[src/rtl/fifo_wr_arb.sv]
// Round-robin, burst-granular arbiter sharing one fifo write port among N producers.
// Optional per-requester beat counters on stat_beats_o when FIFO_WR_ARB_STATS_EN is defined.
module fifo_wr_arb #(
    parameter int WIDTH    = 24,
    parameter int N        = 2,
    parameter int BURST    = 16,
    parameter int IDLE_MAX = 8,
    localparam int TAGW    = (N > 1) ? $clog2(N) : 1
) (
    input  logic                 clk_i,
    input  logic                 arst_i,
    input  logic [N-1:0]         req_val_i,
    input  logic [N*WIDTH-1:0]   req_data_i,
    input  logic [N-1:0]         req_last_i,
    output logic [N-1:0]         req_rdy_o,
    output logic                 out_val_o,
    output logic [WIDTH-1:0]     out_data_o,
    output logic [TAGW-1:0]      out_tag_o,
    input  logic                 out_rdy_i,
    output logic                 busy_o
`ifdef FIFO_WR_ARB_STATS_EN
    ,
    output logic [N*32-1:0]      stat_beats_o
`endif
);

    localparam int BCW = (BURST > 0) ? $clog2(BURST + 1) : 1;
    localparam int ICW = (IDLE_MAX > 0) ? $clog2(IDLE_MAX + 1) : 1;

    // Handshake: a beat moves only when out_val_o && out_rdy_i; the granted
    // requester sees out_rdy_i on its req_rdy_o, and valid/data must stay put until then.
    typedef enum logic {
        S_IDLE  = 1'b0,
        S_GRANT = 1'b1
    } state_t;

    state_t          state, state_next;
    logic [TAGW-1:0] gnt, last_gnt, pick, idx;
    logic [BCW-1:0]  beat_cnt;
    logic [ICW-1:0]  idle_cnt;
    logic            found, beat, burst_hit, idle_hit, rel;

    // Round-robin scan starting just after the previous grantee.
    always_comb begin
        pick  = last_gnt;
        found = 1'b0;
        idx   = '0;
        for (int i = 1; i <= N; i++) begin
            idx = TAGW'((int'(last_gnt) + i) % N);
            if (!found && req_val_i[idx]) begin
                pick  = idx;
                found = 1'b1;
            end
        end
    end

    always_comb begin
        beat      = (state == S_GRANT) && req_val_i[gnt] && out_rdy_i;
        burst_hit = (BURST > 0) && beat && (int'(beat_cnt) + 1 >= BURST);
        idle_hit  = (IDLE_MAX > 0) && (state == S_GRANT) && !req_val_i[gnt] && out_rdy_i
                    && (int'(idle_cnt) + 1 >= IDLE_MAX);
        rel       = (beat && req_last_i[gnt]) || burst_hit || idle_hit;
    end

    always_comb begin
        state_next = state;
        out_val_o  = 1'b0;
        out_data_o = '0;
        req_rdy_o  = '0;
        out_tag_o  = gnt;
        busy_o     = 1'b0;
        case (state)
            S_IDLE: begin
                if (|req_val_i) state_next = S_GRANT;
            end
            S_GRANT: begin
                busy_o     = 1'b1;
                out_val_o  = req_val_i[gnt];
                out_data_o = req_data_i[int'(gnt)*WIDTH +: WIDTH];
                for (int k = 0; k < N; k++) begin
                    req_rdy_o[k] = (gnt == TAGW'(k)) && out_rdy_i;
                end
                if (rel) state_next = S_IDLE;
            end
            default: state_next = S_IDLE;
        endcase
    end

    always_ff @(posedge clk_i or posedge arst_i) begin
        if (arst_i) state <= S_IDLE;
        else        state <= state_next;
    end

    always_ff @(posedge clk_i or posedge arst_i) begin
        if (arst_i) begin
            gnt      <= '0;
            last_gnt <= TAGW'(N - 1);
            beat_cnt <= '0;
            idle_cnt <= '0;
        end else if (state == S_IDLE) begin
            if (|req_val_i) begin
                gnt      <= pick;
                beat_cnt <= '0;
                idle_cnt <= '0;
            end
        end else begin
            if (rel) last_gnt <= gnt;
            if (beat && beat_cnt != {BCW{1'b1}}) beat_cnt <= beat_cnt + 1'b1;
            // Fifo-full cycles neither count as idle nor break an idle run.
            if (req_val_i[gnt])                               idle_cnt <= '0;
            else if (out_rdy_i && idle_cnt != {ICW{1'b1}})    idle_cnt <= idle_cnt + 1'b1;
        end
    end

`ifdef FIFO_WR_ARB_STATS_EN
    logic [31:0] stat_cnt [N];

    always_ff @(posedge clk_i or posedge arst_i) begin
        if (arst_i) begin
            for (int k = 0; k < N; k++) stat_cnt[k] <= '0;
        end else if (beat) begin
            stat_cnt[gnt] <= stat_cnt[gnt] + 32'd1;
        end
    end

    always_comb begin
        for (int k = 0; k < N; k++) stat_beats_o[k*32 +: 32] = stat_cnt[k];
    end
`endif

endmodule

[config.mk]
export PLATFORM = sky130hd
export DESIGN_NAME = fifo_wr_arb
export DESIGN_NICKNAME = d
export VERILOG_FILES = /design/src/rtl/fifo_wr_arb.sv
export SDC_FILE = /design/constraint.sdc
export NUM_CORES = 1
export LEC_CHECK = 0
export ABC_AREA = 1
export CAP_MARGIN = 20
export CORE_ASPECT_RATIO = 1.2
export CORE_MARGIN = 10
export CORE_UTILIZATION = 30
export DETAILED_ROUTE_END_ITERATION = 6
export GPL_TIMING_DRIVEN = 0
export HOLD_SLACK_MARGIN = 0.05
export PLACE_DENSITY = 0.82
export SETUP_SLACK_MARGIN = 0.02
export SLEW_MARGIN = 20
export SYNTH_ARGS = -nofsm -noshare
export SYNTH_HDL_FRONTEND = slang
export SYNTH_SLANG_ARGS = --single-unit
[constraint.sdc]
create_clock -name clk_i -period 1.6 [get_ports clk_i]
set_input_delay 0.48 -clock clk_i [delete_from_list [all_inputs] [get_ports clk_i]]
set_output_delay 0.48 -clock clk_i [all_outputs]
set_load 0.005 [all_outputs]
# Yosys cells after proc, flatten, opt, wreduce, memory -nomap -nowiden
# Cells that the tools add are included.
# W data, S select, Z words.
# word_totals
regBits	12
inputBits	55
output_inout_bits	29
word_cells	71
# classes
add_sub_neg	6
n_mul	1
order_cmp	5
eq_ne	4
n_shift	1
mux	25
bitwise	2
reduce_logical	22
# ops
cell	n
$shiftx A48 B7 Y24	1
$mux W24	1
$mux W4	4
$mux W1	15
$mux W5	3
$logic_and A1 B1 Y1	12
$reduce_and A2 Y1	4
$add A5 B1 Y6 const B	1
$ge A6 B5 Y1 const B	1
$lt A1 B2 Y1 const B	3
$add A4 B1 Y5 const B	1
$add A5 B1 Y5 const B	1
$ge A5 B4 Y1 const B	1
$ne A5 B5 Y1 const B	1
$add A4 B1 Y4 const B	1
$ne A4 B4 Y1 const B	1
$mul A1 B2 Y3 const B	1
$ne A3 B1 Y1 const B	1
$add A1 B1 Y1 const B	2
$logic_not A1 Y1	2
$logic_or A1 B1 Y1	2
$mux W2	1
$ne A2 B1 Y1 const B	1
$not A1 Y1	2
other kinds (3)	3

# Logic depth before layout (Yosys ltp)
# Gate-level depths: netlist of the first run.
# depth
ltp_word	9
ltp_mapped	12
mapped_depth_nobuf	12

# Worst setup path after synthesis of the first run
# No wires, ideal clock.
# synth_timing
kind	flip-flop to output port
from	register gnt (netlist: out_tag_o)
to	output port out_data_o[14]
arrival_ns	1.016
t_required_ns	1.120
path_slack_ns	0.104
path_stages_with_launch	5
n_path_buf	1
cell_sequence	dfrtp_1 > inv_2 > buf_1 > nor2_1 > nor2_1
# synth_via
elab_chain_len	3
# synth_lines
element	line_no	source
from (decl)	38	logic [TAGW-1:0] gnt, last_gnt, pick, idx;
from (signal assigned)	102	gnt <= pick;
$mul A1 B2 Y3	79	out_data_o = req_data_i[int'(gnt)*WIDTH +: WIDTH];
$shiftx A48 B7 Y24	79	
$mux W24	72	case (state)
to (decl)	17	output logic [WIDTH-1:0] out_data_o,
# No other way between the ends.

# Worst setup path in the final report of the first run
# layout_timing
from	register gnt (netlist: out_tag_o)
to	output port out_data_o[2]
# The elaborated chain is that of the path after synthesis.

==> results.tsv, run 1 <==
stage	metric	value	unit
critical_path	Crit path largest cell delay	0.47	ns
placement	detailed placement HPWL	3756	um
global_routing	GR Overflow Total	0	
synthesis	Synth area leader	dfrtp_1	
timing	unrepaired setup endpoints after global routing	true	
worst_hold_path	hold depth	2	
timing	Max Slew Vio Count	0	
critical_path	capture point of the worst reg-to-reg path	last_gnt	
layout	post-route cell area	2253	sq um
drt	final WL	5158	um
drt	DRT antenna net count	0	
drt	Vias per Instance	4.840	
worst_hold_path	hold wc startpoint	last_gnt	
critical_path	R2R cell count	12	
placement	DP Area	1974	sq um
drt	DR pass1 iterations	4	
layout	Antenna diodes	0	
layout	Fill cells	306	
synthesis	Yosys cell types	22	
die	Ports	84	
layout	layout cells sized above 1	33.79	%
critical_path	WS Path Type	reg2out	
worst_hold_path	WHS Endpoint	last_gnt	
timing	min Tclk post-route	1.784	ns
timing	Max Fclk	560.4	MHz
synthesis	Post-Syn Instances	186	
die	Die Width	75.15	um
cts	Clk pin slew, worst setup/hold paths	0.06	ns
timing	setup ws final	-0.1844	ns
synthesis	Post-synth EDFFs	0	
synthesis	asr flop ratio synth	100.0	%
outcome	status	finished with violations	
cts	CTS tree	built	
global_routing	first-pass GRT wire length	7928	um
critical_path	Buf/Inv on CP	3	
synthesis	area share of the largest cell type after synthesis	25.14	%
cts	Skew-Pair Late Insertion Delay	0.25	ns
critical_path	Worst Path Max Fanout	6	
drt	Detailed Route Iter0 Violations	59	
die	Die Height	86.18	um
outcome	failing checks	setup timing	
placement	Port Buffers	83	
synthesis	most common cell in the netlist	nor2_1	
cts	Num CTS Buffers	3	
timing	transition time of the tightest slew-check pin	0.5616	ns
power	Max IR drop VDD	0.6440	mV
synthesis	most instantiated cells after synthesis	nor2_1 (58), nand2_1 (32), o21ai_0 (24), inv_1 (14), nand3_1 (13)	
critical_path	critical path's top delay family	flip-flops	
synthesis	average cell area after synthesis	5.886	sq um
timing	Slew HR	62.31	%
drt	drt drc	0	
placement	Post-Place Worst Slack	-0.7487	ns
run	max-cap viol count	0	
die	Die Area	6476	sq um
synthesis	Cell Area, Synth	1095	sq um
synthesis	Mapped Nets	245	
global_routing	All-Layer GR Usage	15.38	%
layout	nets@finish	353	
synthesis	post-synthesis sequential area ratio	27.54	%
power	Leak	1.125	nW
cts	H-tree depth	1	
synthesis	Synth Register Bits	12	
timing	Final Hold Vio Count	0	
global_routing	vias in the first global route	1518	
critical_path	Critical Path, Cell by Cell	buf_8 -> buf_4 -> o21ai_2 -> nor2_1 -> buf_2	
cts	Clock Sink Count	12	
layout	area delta synth->final	105.8	%
cts	CTS root buffer	clkbuf_8	
synthesis	predominant post-synthesis flop cell	dfrtp_1	
timing	Clock Skew	0.004301	ns
worst_hold_path	Hold Path Class	reg2reg	
synthesis	synth top area cells	dfrtp_1 (25%), nor2_1 (20%), o21ai_0 (11%)	
critical_path	Stages on worst setup path	5	
placement	GP Congestion	0.8652	
critical_path	CP arrival	1.30	ns
drt	Vias	1607	
synthesis	Ys Warns	0	
timing	setup violators final	27	
critical_path	Required @ worst endpoint	1.12	ns
critical_path	origin of the critical flop-to-flop path	beat_cnt[1]	
drt	WL per Instance	15.54	um
die	Cell Rows	24	
power	power density over the cells	1485	nW/um^2
global_routing	initial antenna violation count	0	
critical_path	setup slack, reg-to-reg	0.03	ns
cts	clk buf depth	2	
critical_path	CP endpoint kind	output pin	
global_routing	largest net degree at the start of global routing	13	
die	Initial Util	30.64	%
timing	fin crit share	111.5	%
critical_path	Worst path slowest cell	dfrtp_2	
die	core box area	3573	sq um
critical_path	Startpoint Class	register	
cell usage in the layout, fill, tap and decap left out, types with 2 or more instances in the layout:
cell             count
clkdlybuf4s50_1     42
clkbuf_8             4
nor3_2               2
o21ai_1             17
dlygate4sd2_1       12
nand3_1             12
nand2_1             26
o21ai_2             12
inv_1               12
nand4_1              2
buf_8                6
nand2_2              7
buf_2               24
xor2_1               2
o21ai_0              2
nor2_2               9
clkbuf_2             3
ha_1                 3
inv_2                3
buf_4               17
buf_6                4
nor2_1              49
dfrtp_1             10
registers in the layout, summed over array words and instances, names as in the netlist:
signal and flops:
beat_cnt 5, state 1, last_gnt 1, idle_cnt 4, out_tag_o 1
power breakdown:
group	total, mW	internal [mW]	switching, mW
clock	0.349	0.218	0.130
sequential	0.547	0.423	0.125
combinational	2.45	1.27	1.19
worst register-to-register path, stage by stage (launching register included):
cell     delay, ns
dfrtp_1       0.38
ha_2          0.20
nand2_2       0.08
nor2_2        0.04
ha_1          0.29
inv_2         0.07
nand2_2       0.04
nor2_1        0.10
nand2_1       0.07
nand2_2       0.08
nand2_2       0.05
nand2_1       0.06
nand2_1       0.06
timing repair:
item                                    CTS  global route
endpoints found under the hold margin     0             0
resized for setup                       137            73
endpoints found under the setup margin   33            34
hold buffers                              0             0
setup buffers                             8            10
gates cloned                              2             1
pin swaps                                11            23
worst max path at each step:
stage                         start        endpoint  slack, ns
after floorplan           out_tag_o  out_data_o[14]       0.10
after CTS                 out_tag_o  out_data_o[14]      -0.26
after global routing      out_tag_o  out_data_o[18]      -0.25
after detailed placement  out_rdy_i    req_rdy_o[0]      -0.75
final                     out_tag_o   out_data_o[2]      -0.18
after global placement    out_rdy_i    req_rdy_o[1]      -0.73
final cells by class:
class / count / area (sq um) / area share (%)
Clock buffer: 4 / 55.05 / 2.443
Tap cell: 39 / 48.80 / 2.165
Inverter: 16 / 62.56 / 2.776
Sequential cell: 12 / 302.8 / 13.44
Buffer: 8 / 112.6 / 4.997
Timing Repair Buffer: 103 / 860.8 / 38.20
Multi-Input combinational cell: 150 / 810.8 / 35.98
logic make-up after synthesis:
| kind of cell | synth area share (%) |
|---|---|
| AOI/OAI and AO/OA | 15.09 |
| DFF | 27.54 |
| xor gates and xnor gates | 1.600 |
| adders and majority gates | 4.572 |
| buffers and inverters | 8.801 |
| and+or+nand+nor | 42.40 |
metrics by stage:
step / total power, mW / util (%) / setup TNS, ns / instances / hold slack [ns]
3_5_place_dp: 2.529 / 55.25 / -17.11 / 308 / 0.4849
4_1_cts: 3.047 / 59.87 / -4.681 / 322 / 0.4936
5_1_grt: 3.633 / 63.06 / -5.304 / 332 / 0.5196
3_3_place_gp: 2.491 / 55.25 / -16.29 / 308 / 0.4765
2_1_floorplan: 1.437 / - / 0 / 186 / 0.3440
6_report: 3.346 / 63.06 / -3.747 / 332 / 0.5120
per-layer routing:
| layer | track usage, % | part of all wire, % | vias up |
|---|---|---|---|
| met2 | 27.27 | 52 | 55 |
| li1 | - | - | 810 |
| met5 | 0 | 0 | - |
| met3 | 3.661 | 7.6 | 10 |
| met4 | 5.245 | 2.0 | 0 |
| met1 | 17.26 | 38 | 732 |
Note: power is estimated with default switching activity, not from simulation.
==> run 2, diff against run 1 <==
--- a/config.mk
+++ b/config.mk
@@ -6,7 +6,7 @@
 export NUM_CORES = 1
 export LEC_CHECK = 0
 export ABC_AREA = 1
-export CAP_MARGIN = 20
+export CAP_MARGIN = 40
 export CORE_ASPECT_RATIO = 1.2
 export CORE_MARGIN = 10
 export CORE_UTILIZATION = 30
@@ -15,6 +15,7 @@
 export HOLD_SLACK_MARGIN = 0.05
 export PLACE_DENSITY = 0.82
 export SETUP_SLACK_MARGIN = 0.02
+export SKIP_LAST_GASP = 1
 export SLEW_MARGIN = 20
 export SYNTH_ARGS = -nofsm -noshare
 export SYNTH_HDL_FRONTEND = slang
==> run 2 against run 1 <==
Against the previous run:
- the run still ends with setup timing left
- clock skew about the same
- non-clock buffer count unchanged
- critical endpoint unchanged
- flip-flop and latch count unchanged
- critical path type unchanged
- largest power group unchanged
- largest cell class unchanged
- sequential power about the same
- critical path depth did not move
==> results.tsv, run 2 (same netlist as run 1, synthesis figures left out) <==
stage	metric	value	unit	change
timing	Slew HR	62.31	%	unchanged
cts	clk buf depth	2		unchanged
drt	Detailed Route Iter0 Violations	62		+5.1%
cts	Skew-Pair Late Insertion Delay	0.25	ns	about the same
global_routing	first-pass GRT wire length	7928	um	unchanged
layout	commonest non-fill, non-tap cell in the layout	nor2_1		
timing	fin crit share	111.5	%	about the same
placement	detailed placement HPWL	3756	um	unchanged
timing	setup ws final	-0.1845	ns	-0.0001330 ns
timing	Max Slew Vio Count	0		unchanged
die	Initial Util	30.64	%	unchanged
global_routing	initial antenna violation count	0		unchanged
placement	DP Area	1974	sq um	unchanged
cts	hold buffers post-CTS	0		unchanged
global_routing	GR Overflow Total	0		unchanged
timing	hold_ws	0.5120	ns	-0.000004000 ns
timing	transition time of the tightest slew-check pin	0.5616	ns	unchanged
worst_hold_path	hold depth	2		unchanged
timing	Final Hold Vio Count	0		unchanged
critical_path	R2R cell count	12		unchanged
cts	CTS root buffer	clkbuf_8		
global_routing	met3 Use GR	3.661	%	unchanged
placement	GP Congestion	0.8652		unchanged
power	Leak	1.123	nW	-0.16%
die	Die Width	75.15	um	unchanged
global_routing	All-Layer GR Usage	15.38	%	unchanged
timing	unrepaired setup endpoints after global routing	true		
die	core box area	3573	sq um	unchanged
timing	min Tclk post-route	1.785	ns	+0.0001330 ns
critical_path	Required @ worst endpoint	1.12	ns	about the same
drt	DRT antenna net count	0		unchanged
drt	Vias per Instance	4.849		+0.19%
layout	post-route cell area	2255	sq um	about the same
cts	Clock Sink Count	12		unchanged
placement	Port Buffers	83		unchanged
placement	Post-Place Worst Slack	-0.7487	ns	unchanged
cts	H-tree depth	1		unchanged
worst_hold_path	WHS Endpoint	last_gnt		
power	power density over the cells	1485	nW/um^2	about the same
critical_path	origin of the critical flop-to-flop path	beat_cnt[1]		
timing	Max Fclk	560.4	MHz	about the same
critical_path	Startpoint Class	register		
critical_path	Worst Path Max Fanout	6		unchanged
die	Ports	84		unchanged
layout	Post-Layout Cell Count	332		unchanged
layout	nets@finish	353		unchanged
cts	CTS tree	built		
die	Cell Rows	24		unchanged
drt	final WL	5158	um	unchanged
power	clock network power share	10.4	%	about the same
layout	largest registers	beat_cnt x5, idle_cnt x4		
critical_path	capture point of the worst reg-to-reg path	last_gnt		
global_routing	met1 Use GR	17.26	%	unchanged
layout	Antenna diodes	0		unchanged
cts	Clk pin slew, worst setup/hold paths	0.06	ns	about the same
drt	WL per Instance	15.54	um	unchanged
critical_path	CP arrival	1.30	ns	about the same
layout	Reg with most FFs	beat_cnt		
layout	layout cells sized above 1	33.79	%	unchanged
critical_path	setup slack, reg-to-reg	0.03	ns	about the same
die	Die Area	6476	sq um	unchanged
layout	area delta synth->final	105.9	%	about the same
drt	DR pass1 iterations	4		unchanged
drt	drt drc	0		unchanged
power	Sequential Power Share	16.3	%	about the same
layout	highest-count cells in the layout ignoring fill and taps	nor2_1 (49), clkdlybuf4s50_1 (44), nand2_1 (26)		
power	combinational power share	73.2	%	about the same
outcome	status	finished with violations		
run	max-cap viol count	0		unchanged
die	Die Height	86.18	um	unchanged
outcome	failing checks	setup timing		
critical_path	WS Path Type	reg2out		
drt	Vias	1610		+0.19%
global_routing	GR peak layer	met2		
timing	Clock Skew	0.004282	ns	-0.00001890 ns
power	Max IR drop VDD	0.6439	mV	about the same
critical_path	CP endpoint kind	output pin		
layout	Largest register FFs	5		unchanged
power	Psw	1.440	mW	about the same
global_routing	largest net degree at the start of global routing	13		unchanged
power	internal cell power	1.908	mW	about the same
worst_hold_path	hold wc startpoint	last_gnt		
global_routing	GR Util met2	27.27	%	unchanged
timing	setup violators final	27		unchanged
worst_hold_path	Hold Path Class	reg2reg		
cts	Num CTS Buffers	3		unchanged
global_routing	vias in the first global route	1518		unchanged
power	switching part of the total power	43.02	%	about the same
placement	dpl cells	308		unchanged
-- run 2: layout make-up --
cell class / count / area (sq um)
Inverter: 16 / 62.56
Clock buffer: 4 / 55.05
Tap cell: 39 / 48.80
Multi-Input combinational cell: 150 / 810.8
Fill cell: 304 / 1319
Timing Repair Buffer: 103 / 862.1
Sequential cell: 12 / 302.8
Buffer: 8 / 112.6
-- run 2: through the flow --
stage          TNS [ns]  utilization, %  power, mW
3_3_place_gp     -16.29           55.25      2.491
2_1_floorplan         0               -      1.437
6_report         -3.762           63.10      3.348
5_1_grt          -5.368           63.10      3.635
4_1_cts          -4.682           59.94      3.049
3_5_place_dp     -17.11           55.25      2.529
-- run 2: per-layer routing --
layer  vias up  routed length (um)
met5         -                   0
met4         0                 101
met3        10                 391
met2        57                2696
met1       734                1969
li1        809                   -
-- run 2: worst max path at each step --
stage / start / endpoint / slack [ns] / cells past startpoint
final: out_tag_o / out_data_o[2] / -0.18 / 5
after global routing: out_tag_o / out_data_o[18] / -0.25 / 5
after CTS: out_tag_o / out_data_o[14] / -0.26 / 4
after detailed placement: out_rdy_i / req_rdy_o[0] / -0.75 / 4
after global placement: out_rdy_i / req_rdy_o[1] / -0.73 / 4
after floorplan: out_tag_o / out_data_o[14] / 0.10 / 4
-- run 2: power by group through the flow --
stage | Combinational (mW) | Clock, mW | Sequential (mW)
finish | 2.45 | 0.348 | 0.547
global route | 2.71 | 0.367 | 0.562
CTS | 2.16 | 0.352 | 0.538
detailed placement | 1.99 | 0 | 0.539
global placement | 1.96 | 0 | 0.535
floorplan | 0.921 | 0 | 0.516
-- run 2: what timing repair did --
action                     in CTS  in global routing
setup endpoints to repair      33                 34
pin swaps                      11                 23
buffers inserted                8                 10
resized for setup             135                 71
gates cloned                    2                  1
-- run 2: critical path: stages (launching register included) --
cell     delay (ns)
dfrtp_2        0.47
buf_8          0.16
buf_4          0.14
o21ai_2        0.10
nor2_1         0.05
buf_2          0.13
==> run 3, diff against run 2 <==
--- a/config.mk
+++ b/config.mk
@@ -8,7 +8,6 @@
 export ABC_AREA = 1
 export CAP_MARGIN = 40
 export CORE_ASPECT_RATIO = 1.2
-export CORE_MARGIN = 10
 export CORE_UTILIZATION = 30
 export DETAILED_ROUTE_END_ITERATION = 6
 export GPL_TIMING_DRIVEN = 0
==> run 3 against run 2 <==
Against the previous run:
- first-iteration DRC count increased by 73%
- worst setup slack got worse by 0.037 ns
- the run ends with DRC, setup timing left
- power increased by 12%
- sequential power decreased by 1%
- largest cell class unchanged
- utilization increased by 8.2 points
- global-route usage increased by 8.7 points
- routed wire length increased by 3.8%
- sequential share of layout area decreased by 1.0 points
==> results.tsv, run 3 (same netlist as run 1, synthesis figures left out) <==
stage	metric	value	unit	change
outcome	status	finished with violations		
outcome	failing checks	DRC, setup timing		
die	Die Area	3896	sq um	-40%
timing	total negative slack	-4.252	ns	-0.4893 ns
die	Die Width	57.15	um	-24%
cts	CTS root buffer	clkbuf_8		
drt	WL per Instance	16.08	um	+3.5%
drt	Vias per Instance	5.165		+6.5%
cts	clk buf depth	2		unchanged
power	Leak	1.146	nW	+2.0%
timing	setup ws final	-0.2216	ns	-0.03710 ns
layout	nets@finish	356		+0.85%
drt	drt drc	20		+20
drt	DR pass1 iterations	7		+3
die	core box area	3425	sq um	-4.2%
layout	Post-Layout Cell Count	333		+0.30%
layout	commonest non-fill, non-tap cell in the layout	clkdlybuf4s50_1		
global_routing	largest net degree at the start of global routing	13		unchanged
critical_path	WS Path Type	reg2out		
critical_path	Worst path slowest cell	dfrtp_2		
critical_path	Buf/Inv on CP	4		+1
layout	largest registers	beat_cnt x5, idle_cnt x4		
die	Initial Util	31.97	%	+1.3 points
power	power density over the cells	1533	nW/um^2	+3.2%
timing	min Tclk post-route	1.822	ns	+0.03710 ns
drt	DRT antenna net count	0		unchanged
drt	Vias	1720		+6.8%
drt	final WL	5354	um	+3.8%
cts	H-tree depth	1		unchanged
timing	Max Slew Vio Count	0		unchanged
die	Cell Rows	23		-4.2%
critical_path	Startpoint Class	register		
power	Total Power	3.741	mW	+12%
layout	Antenna diodes	0		unchanged
die	Ports	84		unchanged
placement	Post-Place Worst Slack	-0.7273	ns	+0.02136 ns
timing	Max Fclk	549.0	MHz	-2.0%
placement	dpl cells	306		-0.65%
critical_path	Critical Path, Cell by Cell	buf_6 -> clkinv_8 -> buf_8 -> nor2_1 -> nor2_1 -> buf_2		
global_routing	initial antenna violation count	0		unchanged
timing	unrepaired setup endpoints after global routing	true		
timing	Clock Skew	0.001472	ns	-0.002810 ns
layout	highest-count cells in the layout ignoring fill and taps	clkdlybuf4s50_1 (49), nor2_1 (36), nand2_1 (26), buf_2 (26), o21ai_2 (23)		
global_routing	vias in the first global route	1552		+2.2%
timing	fin crit share	113.9	%	+2.3 points
worst_hold_path	Hold Path Class	reg2reg		
placement	detailed placement HPWL	3012	um	-20%
timing	transition time of the tightest slew-check pin	0.4574	ns	-0.1042 ns
critical_path	Required @ worst endpoint	1.12	ns	about the same
cts	Clock Sink Count	12		unchanged
critical_path	critical path's top delay family	buffers and inverters		
die	Die Height	68.18	um	-21%
placement	Port Buffers	83		unchanged
critical_path	CP arrival	1.34	ns	+0.04 ns
power	Max IR drop VDD	0.6956	mV	+8.0%
placement	GP Congestion	0.8375		-3.2%
timing	Slew HR	69.30	%	+7.0 points
layout	Largest register FFs	5		unchanged
timing	Final Hold Vio Count	0		unchanged
global_routing	All-Layer GR Usage	24.07	%	+8.7 points
critical_path	Most Frequent Cell on Critical Path	nor2_1		
layout	area delta synth->final	123.0	%	
critical_path	Worst Path Max Fanout	6		unchanged
layout	Reg with most FFs	beat_cnt		
cts	Num CTS Buffers	3		unchanged
critical_path	Crit path largest cell delay	0.44	ns	-0.03 ns
cts	Clk pin slew, worst setup/hold paths	0.05	ns	about the same
timing	setup violators final	27		unchanged
layout	layout cells sized above 1	43.24	%	+9.5 points
drt	Detailed Route Iter0 Violations	107		+73%
run	max-cap viol count	0		unchanged
global_routing	GR Overflow Total	0		unchanged
cts	CTS tree	built		
global_routing	first-pass GRT wire length	7162	um	-9.7%
cts	Skew-Pair Late Insertion Delay	0.24	ns	about the same
critical_path	CP endpoint kind	output pin		
layout	Fill cells	245		-19%
run 3: cell count changes in the layout (fill, tap and decap cells not counted), sizes merged, moves of 2 or more:
cell / before / now
buf: 51 / 54
inv: 16 / 14
dlygate4sd2: 11 / 3
clkdlybuf4s50: 44 / 49
clkdlybuf4s15: 0 / 4
run 3: final timing paths:
check,slack [ns],start,endpoint,cells after the start
max in group asynchronous,0.70,arst_i,last_gnt,2
min,0.52,last_gnt,last_gnt,2
max reg2reg,0.01,beat_cnt[1],last_gnt,12
max,-0.22,out_tag_o,out_data_o[12],6
min reg2reg,0.52,last_gnt,last_gnt,2
min in group asynchronous,0.56,arst_i,idle_cnt[1],2
run 3: area by class of cell:
cell class	instances	area [sq um]	share of cell area [%]
Buffer	8	125.1	5.126
Multi-Input combinational cell	150	920.9	37.72
Tap cell	37	46.29	1.896
Timing Repair Buffer	106	914.6	37.47
Clock buffer	4	55.05	2.255
Inverter	16	76.32	3.127
Sequential cell	12	302.8	12.40
run 3: worst min-delay path: cells and delay by family, from the launching register on:
family	cells	cell delay (ns)
flops	1	0.37
simple gates	2	0.14
run 3: metrics by stage:
stage               hold WS (ns)  area, sq um  util, %
floorplan                 0.3440         1095        -
global placement          0.4772         1972    57.58
detailed placement        0.4824         1972    57.58
CTS                       0.4905         2238    65.36
global route              0.5344         2441    71.28
finish                    0.5171         2441    71.28
run 3: power breakdown:
part           total (mW)  internal, mW  switching, mW
logic                2.87          1.46           1.42
registers           0.540         0.423          0.117
clock network       0.328         0.217          0.110
run 3: routing by layer:
metal	vias up	share of wire (%)	GRT usage (%)
li1	822	-	-
met1	793	34	25.09
met5	-	0	0
met4	0	3.9	12.20
met3	20	7.1	4.348
met2	85	55	46.32
run 3: repair_timing:
action                     CTS  global route
hold buffers                 0             0
setup endpoints to repair   35            35
resized for setup          197            53
pin swaps                   37            20
setup buffers               17             5
cloned                       3             0
